File: src/rtl/picosoc_iomem_arb_pkg.sv
// Shared types and constants for the PicoSoC iomem round-robin arbiter.
package picosoc_iomem_arb_pkg;

   typedef enum logic [1:0] {
      ARB_IDLE,
      ARB_WAIT,
      ARB_RESP
   } arb_state_t;

   // Read data returned to a master whose access was aborted by the WAIT timeout.
   localparam logic [31:0] TIMEOUT_RDATA = 32'hFFFF_FFFF;

endpackage

File: src/rtl/picosoc_iomem_arbiter_pick.sv
// rr_priority_pick: combinational round-robin selector. Returns the first set request
// bit at or after ptr, wrapping modulo N (N need not be a power of two).
module rr_priority_pick #(
   parameter int N = 2
) (
   input  logic [N-1:0]         req,
   input  logic [$clog2(N)-1:0] ptr,
   output logic                 any,
   output logic [$clog2(N)-1:0] idx
);

   localparam int PW = $clog2(N);
   localparam logic [PW:0] N_W = (PW + 1)'(N);

   logic [2*N-1:0] req_dbl;
   logic [N-1:0]   req_rot;
   logic [PW-1:0]  off;
   logic [PW:0]    sum;

   // Rotating by ptr turns the wrap-around search into a plain lowest-set-bit search.
   assign req_dbl = {req, req} >> ptr;
   assign req_rot = req_dbl[N-1:0];

   // NOTE: off gets a default before the loop so every path assigns it and no latch is inferred.
   always_comb begin
      off = '0;
      for (int i = N - 1; i >= 0; i--) begin
         if (req_rot[i]) off = PW'(i);
      end
   end

   assign any = |req;
   assign sum = {1'b0, ptr} + {1'b0, off};
   assign idx = (sum >= N_W) ? PW'(sum - N_W) : sum[PW-1:0];

endmodule

File: src/rtl/picosoc_iomem_arbiter.sv
// picosoc_iomem_arbiter: round-robin share of one PicoSoC iomem slave among NUM_REQ masters.
// Define IOMEM_ARB_TIMEOUT_EN to abort an access after TIMEOUT_CYCLES WAIT cycles without ready.
module picosoc_iomem_arbiter
   import picosoc_iomem_arb_pkg::*;
#(
   parameter int NUM_REQ        = 2,
   parameter int TIMEOUT_CYCLES = 255
) (
   input  logic                       clk,
   input  logic                       reset,
   input  logic [NUM_REQ-1:0]         req_valid,
   input  logic [NUM_REQ*4-1:0]       req_wstrb,
   input  logic [NUM_REQ*32-1:0]      req_addr,
   input  logic [NUM_REQ*32-1:0]      req_wdata,
   output logic [NUM_REQ-1:0]         req_ready,
   output logic [31:0]                req_rdata,
   output logic                       iomem_valid,
   output logic [3:0]                 iomem_wstrb,
   output logic [31:0]                iomem_addr,
   output logic [31:0]                iomem_wdata,
   input  logic                       iomem_ready,
   input  logic [31:0]                iomem_rdata,
   output logic [$clog2(NUM_REQ)-1:0] grant_idx,
   output logic                       timeout_err
);

   localparam int GW = $clog2(NUM_REQ);
   localparam logic [GW-1:0] LAST_IDX = GW'(NUM_REQ - 1);

   arb_state_t           state_q, state_d;
   logic [GW-1:0]        rr_ptr_q, rr_ptr_d, grant_d;
   logic                 pick_any;
   logic [GW-1:0]        pick_idx;
   logic                 ready_hit, timeout_hit, finish;
   logic                 valid_d, terr_d;
   logic [3:0]           wstrb_d;
   logic [31:0]          addr_d, wdata_d, rdata_d;
   logic [NUM_REQ-1:0]   ready_d;

   rr_priority_pick #(.N(NUM_REQ)) u_pick (
      .req (req_valid),
      .ptr (rr_ptr_q),
      .any (pick_any),
      .idx (pick_idx)
   );

   assign ready_hit = (state_q == ARB_WAIT) && iomem_ready;
   assign finish    = ready_hit || timeout_hit;

`ifdef IOMEM_ARB_TIMEOUT_EN
   localparam int CW = $clog2(TIMEOUT_CYCLES + 1);
   localparam logic [CW-1:0] CNT_LAST = CW'(TIMEOUT_CYCLES - 1);

   logic [CW-1:0] wait_cnt;

   // wait_cnt counts completed WAIT cycles, so the abort lands on the TIMEOUT_CYCLES-th one.
   assign timeout_hit = (state_q == ARB_WAIT) && !iomem_ready && (wait_cnt == CNT_LAST);

   always_ff @(posedge clk) begin
      if (reset || state_q != ARB_WAIT) wait_cnt <= '0;
      else                              wait_cnt <= wait_cnt + 1'b1;
   end
`else
   // Without the timeout build WAIT holds until the slave answers.
   assign timeout_hit = (TIMEOUT_CYCLES < 0);
`endif

   // NOTE: every register here uses <= so each samples the values from before the edge.
   always_ff @(posedge clk) begin
      if (reset) begin
         state_q     <= ARB_IDLE;
         rr_ptr_q    <= '0;
         grant_idx   <= '0;
         iomem_valid <= 1'b0;
         iomem_wstrb <= '0;
         iomem_addr  <= '0;
         iomem_wdata <= '0;
         req_ready   <= '0;
         req_rdata   <= '0;
         timeout_err <= 1'b0;
      end else begin
         state_q     <= state_d;
         rr_ptr_q    <= rr_ptr_d;
         grant_idx   <= grant_d;
         iomem_valid <= valid_d;
         iomem_wstrb <= wstrb_d;
         iomem_addr  <= addr_d;
         iomem_wdata <= wdata_d;
         req_ready   <= ready_d;
         req_rdata   <= rdata_d;
         timeout_err <= terr_d;
      end
   end

   always_comb begin
      state_d = state_q;
      case (state_q)
         ARB_IDLE: if (pick_any) state_d = ARB_WAIT;
         ARB_WAIT: if (finish)   state_d = ARB_RESP;
         ARB_RESP: state_d = ARB_IDLE;
         default:  state_d = ARB_IDLE;
      endcase
   end

   // Next values for the registered outputs; the request pulse and read data default to idle.
   always_comb begin
      valid_d  = iomem_valid;
      wstrb_d  = iomem_wstrb;
      addr_d   = iomem_addr;
      wdata_d  = iomem_wdata;
      grant_d  = grant_idx;
      rr_ptr_d = rr_ptr_q;
      ready_d  = '0;
      rdata_d  = '0;
      terr_d   = 1'b0;
      case (state_q)
         ARB_IDLE: begin
            if (pick_any) begin
               valid_d = 1'b1;
               wstrb_d = req_wstrb[pick_idx*4 +: 4];
               addr_d  = req_addr[pick_idx*32 +: 32];
               wdata_d = req_wdata[pick_idx*32 +: 32];
               grant_d = pick_idx;
            end
         end
         ARB_WAIT: begin
            if (finish) begin
               valid_d            = 1'b0;
               ready_d[grant_idx] = 1'b1;
               rdata_d            = ready_hit ? iomem_rdata : TIMEOUT_RDATA;
               terr_d             = timeout_hit;
               rr_ptr_d           = (grant_idx == LAST_IDX) ? '0 : grant_idx + 1'b1;
            end
         end
         default: ;
      endcase
   end

endmodule
File: config.mk
export PLATFORM = sky130hd
export DESIGN_NAME = picosoc_iomem_arbiter
export DESIGN_NICKNAME = d
export VERILOG_FILES = /design/src/rtl/picosoc_iomem_arb_pkg.sv /design/src/rtl/picosoc_iomem_arbiter_pick.sv /design/src/rtl/picosoc_iomem_arbiter.sv
export SDC_FILE = /design/constraint.sdc
export NUM_CORES = 1
export LEC_CHECK = 0
export CAP_MARGIN = 20
export CORE_AREA = 2 2 134 136
export CTS_CLUSTER_SIZE = 14
export DETAILED_ROUTE_END_ITERATION = 10
export DIE_AREA = 0 0 136 138
export DONT_BUFFER_PORTS = 1
export MAX_ROUTING_LAYER = met4
export REMOVE_ABC_BUFFERS = 1
export SKIP_LAST_GASP = 1
export SYNTH_ARGS = -nofsm -noshare
export SYNTH_HDL_FRONTEND = slang
export SYNTH_SLANG_ARGS = --single-unit
File: constraint.sdc
create_clock -name clk -period 1.9 [get_ports clk]
set_input_delay 0.19 -clock clk [delete_from_list [all_inputs] [get_ports clk]]
set_output_delay 0.19 -clock clk [all_outputs]
set_load 0.05 [all_outputs]
==> results by group, run 1 <==
STA
  • Tightest Pin Transition: 0.599 ns
  • RSZ-0062 raised after global routing: no
  • Rel. slew slack: 0.600
  • Clk_skew: 0.00802 ns
  • Final slew viol count: 0
  • Hold WS: 0.0272 ns
  • Final Hold Violating Endpoints: 0
  • Final Setup Violations: 0
  • Tcrit/Tclk final: 0.887
  • Tmin final: 1.69 ns
  • Fmax: 0.593 GHz

Clock tree
  • Num CTS Buffers: 9
  • Clk_lat worst skew: around 0.35 ns
  • Clock tree root driver cell: clkbuf_16
  • H-Tree Depth: 3
  • CTS tree: built
  • Clock slew seen by the registers of the worst setup and hold paths: around 0.08 ns
  • Number of setup buffers added after CTS: 0
  • Clk sinks: 107
  • Clock Tree Buf Depth: 2

Global route
  • First-pass GRT wire length: 25800 microns
  • Initial antenna violation count: 0
  • Congestion Overflow GR: 0
  • Pin count of the biggest net entering global routing: 79
  • Number of global-route vias before repair: 4737
  • GRT Util Overall: 0.179

Yosys
  • Synthesized flop and latch total: 107
  • Area contributors post-synth: dfxtp_1 42%, a2111oi_0 17%, a2111oi_2 12%, nor4_1 8.4%, a21oi_1 7.0%
  • Post-synthesis cell type count: 24
  • Cell taking the most area after synthesis: dfxtp_1
  • Synth Area per Inst: slightly below 10 sq um
  • Mapped Cells: 518
  • Post-synth top area share: 0.422
  • Syn Std Cell Area: 5080 sq um
  • Sequential cell area fraction in the yosys report: 0.422
  • Number of synthesis warnings: 0

Power
  • Leakage: 1.73 nW
  • Total Power: 6.00 mW
  • Worst vdd ir: 0.000455 V
  • Total power density per cell area: 1030 nW/um^2

Final layout
  • Ant. Diodes: 0
  • Fillers: 1766
  • Share of cells above drive strength 1: 0.172
  • Post-Layout Cell Count: 729
  • NumNets Final: 668
  • Synth-to-layout area growth: 14.5%

Worst hold path
  • Hold Path End: req_rdata[4]$_SDFF_PP0_
  • Hold Crit Class: in2reg
  • Hold path startpoint: iomem_rdata[4]
  • WHS Path Cells: 1

Die
  • Core Footprint: 17500 sq um
  • Die width: 136 microns
  • Ports: 278
  • Die height: 138 microns
  • Die area: 18800 sq um
  • Initial Utilization: 0.290
  • Row count: 49

Drt
  • Routed via count: 4719
  • Routed len/inst: 23.9 microns
  • Overall routed net length: approximately 17000 microns
  • Initial DRC count: 205
  • Post-DR vias/cell: 6.47
  • Drt drc: 0
  • DRT Pass-1 Iters: 4
  • Antenna viol nets, final: 0

Setup path
  • Setup slack, reg-to-reg: around 0.21 ns
  • WS Path Type: reg2reg
  • Startpoint type of the worst setup path: flip-flop
  • Terminus of the critical flop-to-flop path: iomem_addr[13]$_SDFFE_PP0P_
  • Crit path arrival time: 1.91 ns
  • Worst-path fanout max: 78
  • Register-to-Register Path Depth: 4
  • Critical Path RT: 2.12 ns
  • CP endpoint kind: flip-flop
  • R2r startpoint: state_q[1]$_SDFFE_PP0P_

Place
  • Dpl hpwl: around 11000 microns
  • GP Congestion: 0.730
  • Inst Count DP: 683
  • Buffers added on ports: 0

Run status
  • Status: completed

Job
  • Max Cap Viol: 0
[worst max path at each step]
stage,slack [ns],to,cells past startpoint,from
6_report,0.21,iomem_addr[13]$_SDFFE_PP0P_,4,state_q[1]$_SDFFE_PP0P_
5_1_grt,0.06,iomem_addr[4]$_SDFFE_PP0P_,4,state_q[1]$_SDFFE_PP0P_
4_1_cts,0.18,iomem_addr[17]$_SDFFE_PP0P_,4,state_q[1]$_SDFFE_PP0P_
3_5_place_dp,0.20,iomem_addr[17]$_SDFFE_PP0P_,4,state_q[1]$_SDFFE_PP0P_
3_3_place_gp,0.29,iomem_addr[6]$_SDFFE_PP0P_,4,state_q[1]$_SDFFE_PP0P_
2_1_floorplan,-1.69,iomem_addr[25]$_SDFFE_PP0P_,3,rr_ptr_q$_SDFFE_PP0P_
[power by group]
part           leakage, nW  switching (mW)  internal (mW)  total, mW
logic                0.706           0.597          0.354      0.952
clock network        0.141           0.924          0.925       1.85
registers            0.883           0.757           2.44       3.19
[cell usage after synthesis, drive strengths merged]
cell	number
nor4	68
dfxtp	107
clkbuf	48
o211ai	1
nand2	2
buf	37
nor2	3
or2	2
or3b	1
a21oi	71
nand3b	1
conb	1
inv	4
nor3	2
and2	32
a21o	1
a211oi	1
a2111oi	136
[routing by layer]
metal / wire, microns / GRT usage / vias to the layer above / part of all wire
met4: 598 / 0.0822 / 0 / 0.034
li1: - / - / 2075 / -
met1: 6870 / 0.203 / 2295 / 0.39
met3: 1710 / 0.0543 / 37 / 0.098
met5: 0 / - / - / 0
met2: 8250 / 0.287 / 312 / 0.47
[stage by stage]
stage | setup slack [ns] | cell area (sq um) | util | TNS [ns]
floorplan | -1.69 | 4660 | - | -119.17
global placement | 0.289 | 5200 | 0.296 | 0
detailed placement | 0.199 | 5200 | 0.296 | 0
CTS | 0.176 | 5790 | 0.330 | 0
global route | 0.0564 | 5810 | 0.332 | 0
finish | 0.215 | 5810 | 0.332 | 0
[sequential cells by signal, summed over array words and instances, names as in the netlist]
signal	count
grant_idx	1
iomem_addr	32
iomem_valid	1
iomem_wdata	32
iomem_wstrb	4
req_rdata	32
req_ready	2
rr_ptr_q	1
state_q	2
[layout by cell type (no fill, tap or decap), drive strengths merged]
master	netlist	final
o211ai	1	1
nor3	2	2
and2	32	32
a2111oi	136	136
nor2	3	3
nor4	68	68
dfxtp	107	107
clkinv	0	4
or2	2	2
clkbuf	48	9
a21o	1	1
inv	4	6
nand2	2	2
or3b	1	1
a211oi	1	1
dlygate4sd3	0	29
nand3b	1	1
a21oi	71	71
clkinvlp	0	1
buf	37	22
conb	1	1
[repair_timing]
item / CTS / global route
endpoints found under the hold margin: 101 / 2
hold buffers: 28 / 2
gates resized for setup: 0 / 1
setup endpoints to repair: 0 / 3
[area by class of cell]
cell class | instances | area, sq um | area share
Clock inverter | 7 | 70.1 | 0.0121
Sequential cell | 107 | 2150 | 0.369
Clock buffer | 9 | 225 | 0.0387
Multi-Input combinational cell | 322 | 2520 | 0.433
Inverter | 4 | 16.3 | 0.00280
Tap cell | 229 | 287 | 0.0493
Timing Repair Buffer | 51 | 554 | 0.0953
[worst max-delay path: stages, from the launching register on]
cell and delay [ns]:
dfxtp_1 0.35, or2_4 0.32, buf_12 0.21, a2111oi_0 0.49, nor4_1 0.11
[cell families (layout without fill, tap and decap cells)]
group / Yosys count / after routing / synth area share
simple gates: 111 / 111 / 0.134
compound gates: 210 / 210 / 0.358
other cells: 1 / 1 / 0.000738
flops: 107 / 107 / 0.422
buf+inv: 89 / 71 / 0.0850
Note: power is estimated with default switching activity, not from simulation.
==> inputs of run 2 (changes only) <==
BUFFER_PORTS_ARGS = -buffer_cell sky130_fd_sc_hd__buf_2   (was unset)
DONT_BUFFER_PORTS = unset   (was 1)
==> run 2 against run 1 <==
  * Sequential share of layout area shrank 5.8 points
  * Via count grew 16%
  * Critical path depth is the same
  * Final area grew 19%
  * First-iteration DRC count grew 16%
==> results by group, run 2 (same netlist as run 1, synthesis figures left out) <==
Worst hold path
  • Hold path startpoint: iomem_rdata[29] (was iomem_rdata[4])
  • Hold Crit Class: in2reg (unchanged)
  • WHS Path Cells: 2 (was 1)
  • Hold Path End: req_rdata[29]$_SDFF_PP0_ (was req_rdata[4]$_SDFF_PP0_)

Power
  • Seq pwr share: 0.400 (was 0.533)
  • Switching power share of the total: 0.384 (was 0.380)
  • Clock power frac: 0.293 (was 0.308)
  • Leakage: 2.80 nW (was 1.73 nW)
  • Combinational fraction of design power: 0.307 (was 0.159)
  • Worst vdd ir: 0.000441 V (was 0.000455 V)
  • Total power density per cell area: 919 nW/um^2 (was 1030 nW/um^2)
  • Total Power: 6.34 mW (was 6.00 mW)
  • Internal: 3.91 mW (was 3.72 mW)
  • P_sw: 2.43 mW (was 2.28 mW)

STA
  • Fmax: 0.593 GHz (about the same)
  • Final Hold Violating Endpoints: 0 (unchanged)
  • Tmin final: 1.69 ns (about the same)
  • RSZ-0062 raised after global routing: no (unchanged)
  • Tightest Pin Transition: 0.520 ns (was 0.599 ns)
  • Setup TNS: 0 ns (unchanged)
  • Rel. slew slack: 0.653 (was 0.600)
  • Final WS setup: 0.213 ns (was 0.215 ns)
  • Final slew viol count: 0 (unchanged)
  • Clk_skew: 0.0103 ns (was 0.00802 ns)
  • Final Setup Violations: 0 (unchanged)
  • Tcrit/Tclk final: 0.888 (was 0.887)

Die
  • Die area: 18800 sq um (unchanged)
  • Ports: 278 (unchanged)
  • Row count: 49 (unchanged)
  • Core Footprint: 17500 sq um (unchanged)
  • Die width: 136 microns (unchanged)
  • Initial Utilization: 0.290 (unchanged)
  • Die height: 138 microns (unchanged)

Clock tree
  • CTS tree: built (unchanged)
  • # resized after CTS: 0 (unchanged)
  • Number of setup buffers added after CTS: 0 (unchanged)
  • Clock tree root driver cell: clkbuf_16 (unchanged)
  • Num CTS Buffers: 9 (unchanged)
  • Hold Buf Count CTS: 0 (was 28)
  • Clock Tree Buf Depth: 2 (unchanged)
  • Clock slew seen by the registers of the worst setup and hold paths: 0.08 ns (about the same)
  • Clk_lat worst skew: 0.35 ns (about the same)
  • H-Tree Depth: 3 (unchanged)
  • Clk sinks: 107 (unchanged)

Place
  • Dpl hpwl: 12400 microns (was 10900 microns)
  • GP Congestion: 0.757 (was 0.730)
  • Inst Count DP: 960 (was 683)
  • Pre-CTS WS: 0.238 ns (was 0.199 ns)
  • Buffers added on ports: 276 (was 0)

Drt
  • Routed via count: 5459 (was 4719)
  • Antenna viol nets, final: 0 (unchanged)
  • Drt drc: 0 (unchanged)
  • Initial DRC count: 237 (was 205)
  • Post-DR vias/cell: 5.59 (was 6.47)
  • Overall routed net length: 18400 microns (was 17400 microns)
  • DRT Pass-1 Iters: 5 (was 4)
  • Routed len/inst: 18.9 microns (was 23.9 microns)

Global route
  • First-pass GRT wire length: 28300 microns (was 25800 microns)
  • Pin count of the biggest net entering global routing: 78 (was 79)
  • Congestion Overflow GR: 0 (unchanged)
  • Initial antenna violation count: 0 (unchanged)
  • GRT Util Overall: 0.194 (was 0.179)
  • Number of global-route vias before repair: 5299 (was 4737)

Setup path
  • R2r startpoint: state_q[1]$_SDFFE_PP0P_ (unchanged)
  • Worst-path fanout max: 77 (was 78)
  • Setup slack, reg-to-reg: 0.21 ns (about the same)
  • CP endpoint kind: flip-flop (unchanged)
  • WS Path Type: reg2reg (unchanged)
  • Terminus of the critical flop-to-flop path: iomem_wdata[21]$_SDFFE_PP0P_ (was iomem_addr[13]$_SDFFE_PP0P_)
  • Crit path arrival time: 1.90 ns (was 1.91 ns)
  • Register-to-Register Path Depth: 4 (unchanged)
  • Critical Path RT: 2.11 ns (was 2.12 ns)
  • Startpoint type of the worst setup path: flip-flop (unchanged)

Final layout
  • NumNets Final: 915 (was 668)
  • Synth-to-layout area growth: 35.8% (was 14.5%)
  • Ant. Diodes: 0 (unchanged)
  • Most common cell after layout, fill and taps aside: buf_2 (was dfxtp_1)
  • Largest regs: iomem_addr (32), iomem_wdata (32), req_rdata (32) (unchanged)
  • Share of cells above drive strength 1: 0.485 (was 0.172)
  • Most frequent cells in the layout: 275 x buf_2, 106 x dfxtp_1, 96 x a2111oi_0 (was 106 x dfxtp_1, 96 x a2111oi_0, 71 x a21oi_1)
  • Post-Layout Cell Count: 976 (was 729)

Run status
  • Status: completed (unchanged)

Job
  • Max Cap Viol: 0 (unchanged)
==> run 2: final cells by class <==
class                   instances  area, sq um
inverters                       4         15.0
fillers                      1783        10600
clock inverters                 7         60.1
multi-input cells             322         2520
repair buffers                298         1650
well taps                     229          287
clock buffers                   9          225
flip-flops and latches        107         2150
==> run 2: worst max-delay path by stage <==
stage / to / cells after the start / start / slack [ns]
floorplan: iomem_addr[25]$_SDFFE_PP0P_ / 3 / rr_ptr_q$_SDFFE_PP0P_ / -1.69
global placement: iomem_wdata[19]$_SDFFE_PP0P_ / 4 / state_q[1]$_SDFFE_PP0P_ / 0.28
detailed placement: iomem_addr[0]$_SDFFE_PP0P_ / 4 / state_q[1]$_SDFFE_PP0P_ / 0.24
CTS: iomem_wdata[26]$_SDFFE_PP0P_ / 4 / state_q[1]$_SDFFE_PP0P_ / 0.23
global route: iomem_addr[11]$_SDFFE_PP0P_ / 4 / state_q[1]$_SDFFE_PP0P_ / 0.04
finish: iomem_wdata[21]$_SDFFE_PP0P_ / 4 / state_q[1]$_SDFFE_PP0P_ / 0.21
==> run 2: power by group through the flow <==
stage          clock, mW  sequential [mW]  combinational (mW)
2_1_floorplan          0             3.27               0.536
3_3_place_gp           0             2.58                1.95
3_5_place_dp           0             2.58                1.95
4_1_cts             1.92             2.54                1.95
5_1_grt             2.01             2.55                2.07
6_report            1.86             2.54                1.94
==> run 2: critical path, cell delays in order (launching register included) <==
cell and delay (ns):
dfxtp_1 0.35, or2_4 0.35, buf_12 0.21, a2111oi_0 0.46, nor4_1 0.10
==> run 2: per-layer routing <==
| metal | routed length, microns | part of all wire | global-route usage | vias up |
|---|---|---|---|---|
| met5 | 0 | 0 | - | - |
| met4 | 252 | 0.014 | 0.0466 | 0 |
| met3 | 1680 | 0.091 | 0.0466 | 19 |
| met2 | 8740 | 0.47 | 0.313 | 300 |
| met1 | 7760 | 0.42 | 0.245 | 2564 |
| li1 | - | - | - | 2576 |
==> run 2: stage by stage <==
step / hold slack (ns) / utilization / instance area (sq um)
floorplan: 0.259 / - / 4660
global placement: 0.389 / 0.377 / 6610
detailed placement: 0.391 / 0.377 / 6610
CTS: 0.0102 / 0.393 / 6900
global route: 0.0105 / 0.393 / 6900
finish: 0.0351 / 0.393 / 6900
==> inputs of run 3 (changes only) <==
CELL_PAD_IN_SITES_DETAIL_PLACEMENT = 0   (was unset)
CELL_PAD_IN_SITES_GLOBAL_PLACEMENT = 1   (was unset)
PLACE_DENSITY_LB_ADDON = 0.1   (was unset)
==> run 3 against run 2 <==
  * Via count increased by 1.7%
  * Sequential share of layout area decreased by 0.19 points
  * Worst hold slack got worse by 0.0099 ns
  * Register-to-register slack got worse by 0.08 ns
  * Power grew 2.6%
  * Global-route usage rose by 2.3 points
  * Setup slack worse by 0.077 ns
  * Critical path depth unchanged
  * Non-clock buffer count up 2
  * Highest routed layer unchanged
==> results by group, run 3 (same netlist as run 1, synthesis figures left out) <==
Power
  • Worst vdd ir: 0.000403 V (was 0.000441 V)
  • Total power density per cell area: 937 nW/um^2 (was 919 nW/um^2)
  • Leakage: 2.82 nW (was 2.80 nW)

STA
  • Final Setup Violations: 0 (unchanged)
  • Rel. slew slack: 0.455 (was 0.653)
  • Clk_skew: 0.0127 ns (was 0.0103 ns)
  • Final Hold Violating Endpoints: 0 (unchanged)
  • Tcrit/Tclk final: 0.928 (was 0.888)
  • Fmax: 0.567 GHz (was 0.593 GHz)
  • Final WS setup: 0.136 ns (was 0.213 ns)
  • RSZ-0062 raised after global routing: no (unchanged)
  • Tmin final: 1.76 ns (was 1.69 ns)
  • Final slew viol count: 0 (unchanged)
  • Tightest Pin Transition: 0.817 ns (was 0.520 ns)

Place
  • Inst Count DP: 962 (was 960)
  • Dpl hpwl: 13400 microns (was 12400 microns)
  • Buffers added on ports: 276 (unchanged)
  • Pre-CTS WS: 0.143 ns (was 0.238 ns)
  • GP Congestion: 0.735 (was 0.757)

Clock tree
  • Clk sinks: 107 (unchanged)
  • Clock Tree Buf Depth: 2 (unchanged)
  • H-Tree Depth: 3 (unchanged)
  • Hold Buf Count CTS: 0 (unchanged)
  • Clk_lat worst skew: 0.36 ns (was 0.35 ns)
  • Clock tree root driver cell: clkbuf_16 (unchanged)
  • CTS tree: built (unchanged)
  • Clock slew seen by the registers of the worst setup and hold paths: 0.08 ns (about the same)
  • Num CTS Buffers: 9 (unchanged)

Die
  • Row count: 49 (unchanged)
  • Core Footprint: 17500 sq um (unchanged)
  • Initial Utilization: 0.290 (unchanged)
  • Die height: 138 microns (unchanged)
  • Die area: 18800 sq um (unchanged)
  • Die width: 136 microns (unchanged)
  • Ports: 278 (unchanged)

Drt
  • Antenna viol nets, final: 0 (unchanged)
  • Drt drc: 0 (unchanged)
  • DRT Pass-1 Iters: 4 (was 5)
  • Initial DRC count: 289 (was 237)
  • Routed len/inst: 20.9 microns (was 18.9 microns)
  • Post-DR vias/cell: 5.65 (was 5.59)
  • Overall routed net length: 20600 microns (was 18400 microns)
  • Routed via count: 5552 (was 5459)

Setup path
  • Worst-path fanout max: 33 (was 77)
  • Register-to-Register Path Depth: 4 (unchanged)
  • WS Path Type: reg2reg (unchanged)
  • Critical Path RT: 2.14 ns (was 2.11 ns)
  • Crit path arrival time: 2.00 ns (was 1.90 ns)
  • CP endpoint kind: flip-flop (unchanged)
  • Startpoint type of the worst setup path: flip-flop (unchanged)

Final layout
  • Share of cells above drive strength 1: 0.486 (was 0.485)
  • Fillers: 1832 (was 1783)
  • Largest regs: iomem_addr (32), iomem_wdata (32), req_rdata (32) (unchanged)
  • Post-Layout Cell Count: 983 (was 976)
  • Synth-to-layout area growth: 36.6% (was 35.8%)
  • Most common cell after layout, fill and taps aside: buf_2 (unchanged)
  • NumNets Final: 917 (was 915)
  • Final core utilization: 0.396 (was 0.393)
  • Most frequent cells in the layout: 275 x buf_2, 106 x dfxtp_1, 95 x a2111oi_0 (was 275 x buf_2, 106 x dfxtp_1, 96 x a2111oi_0)

Run status
  • Status: completed (unchanged)

Global route
  • Initial antenna violation count: 5 (was 0)
  • Number of global-route vias before repair: 5498 (was 5299)
  • Pin count of the biggest net entering global routing: 57 (was 78)
  • First-pass GRT wire length: 31400 microns (was 28300 microns)
  • GRT Util Overall: 0.217 (was 0.194)
  • Congestion Overflow GR: 0 (unchanged)

Job
  • Max Cap Viol: 0 (unchanged)

Worst hold path
  • Hold Crit Class: in2reg (unchanged)
  • WHS Path Cells: 2 (unchanged)
## run 3: cell count changes in the layout (fill, tap and decap cells not counted)
cell,change
a2111oi_0,-1
a2111oi_1,+1
buf_12,-1
buf_4,+3
bufinv_16,+1
clkinv_4,+1
diode_2,+5
inv_2,-1
inv_6,-1
## run 3: final cells by class
type,count,area [sq um],share of cell area
Antenna cell,5,12.5,0.00180
Clock buffer,9,225,0.0324
Sequential cell,107,2150,0.309
Multi-Input combinational cell,322,2520,0.363
Inverter,4,16.3,0.00234
Timing Repair Buffer,300,1650,0.238
Tap cell,229,287,0.0413
Clock inverter,7,85.1,0.0123
## run 3: worst max-delay path, cell delays in order (launching register included)
cell	delay (ns)
dfxtp_1	0.35
or2_4	0.42
buf_4	0.27
a2111oi_0	0.48
nor4_1	0.10
## run 3: timing repair
| item | in CTS | in global routing |
|---|---|---|
| setup buffers | 0 | 0 |
| setup endpoints to repair | 0 | 1 |
| gates resized for setup | 0 | 1 |
## run 3: worst paths after layout
| check | start | endpoint | slack (ns) |
|---|---|---|---|
| setup reg to reg | state_q[1]$_SDFFE_PP0P_ | iomem_addr[7]$_SDFFE_PP0P_ | 0.14 |
| hold / removal | iomem_rdata[10] | req_rdata[10]$_SDFF_PP0_ | 0.03 |
| setup / recovery | state_q[1]$_SDFFE_PP0P_ | iomem_addr[7]$_SDFFE_PP0P_ | 0.14 |
| hold reg to reg | grant_idx$_SDFFE_PP0P_ | req_ready[0]$_SDFF_PP0_ | 0.46 |
## run 3: metrics by stage
step,hold WS [ns],TNS (ns),total power [mW],cell area (sq um)
floorplan,0.259,-119.17,3.81,4660
global placement,0.389,0,4.54,6620
detailed placement,0.391,0,4.56,6620
CTS,0.0121,0,6.58,6930
global route,0.0168,0,6.81,6940
finish,0.0253,0,6.50,6940
## run 3: metal layers
metal  share of wire  track usage
met1            0.42        0.273
met2            0.48        0.339
met3           0.092       0.0550
met4           0.012       0.0724
met5               0            -
## run 3: power by group
group | internal (mW) | leakage [nW] | total [mW] | switching, mW
combinational | 0.559 | 1.79 | 1.98 | 1.42
sequential | 2.44 | 0.883 | 2.54 | 0.0983
clock | 1.05 | 0.146 | 1.99 | 0.940
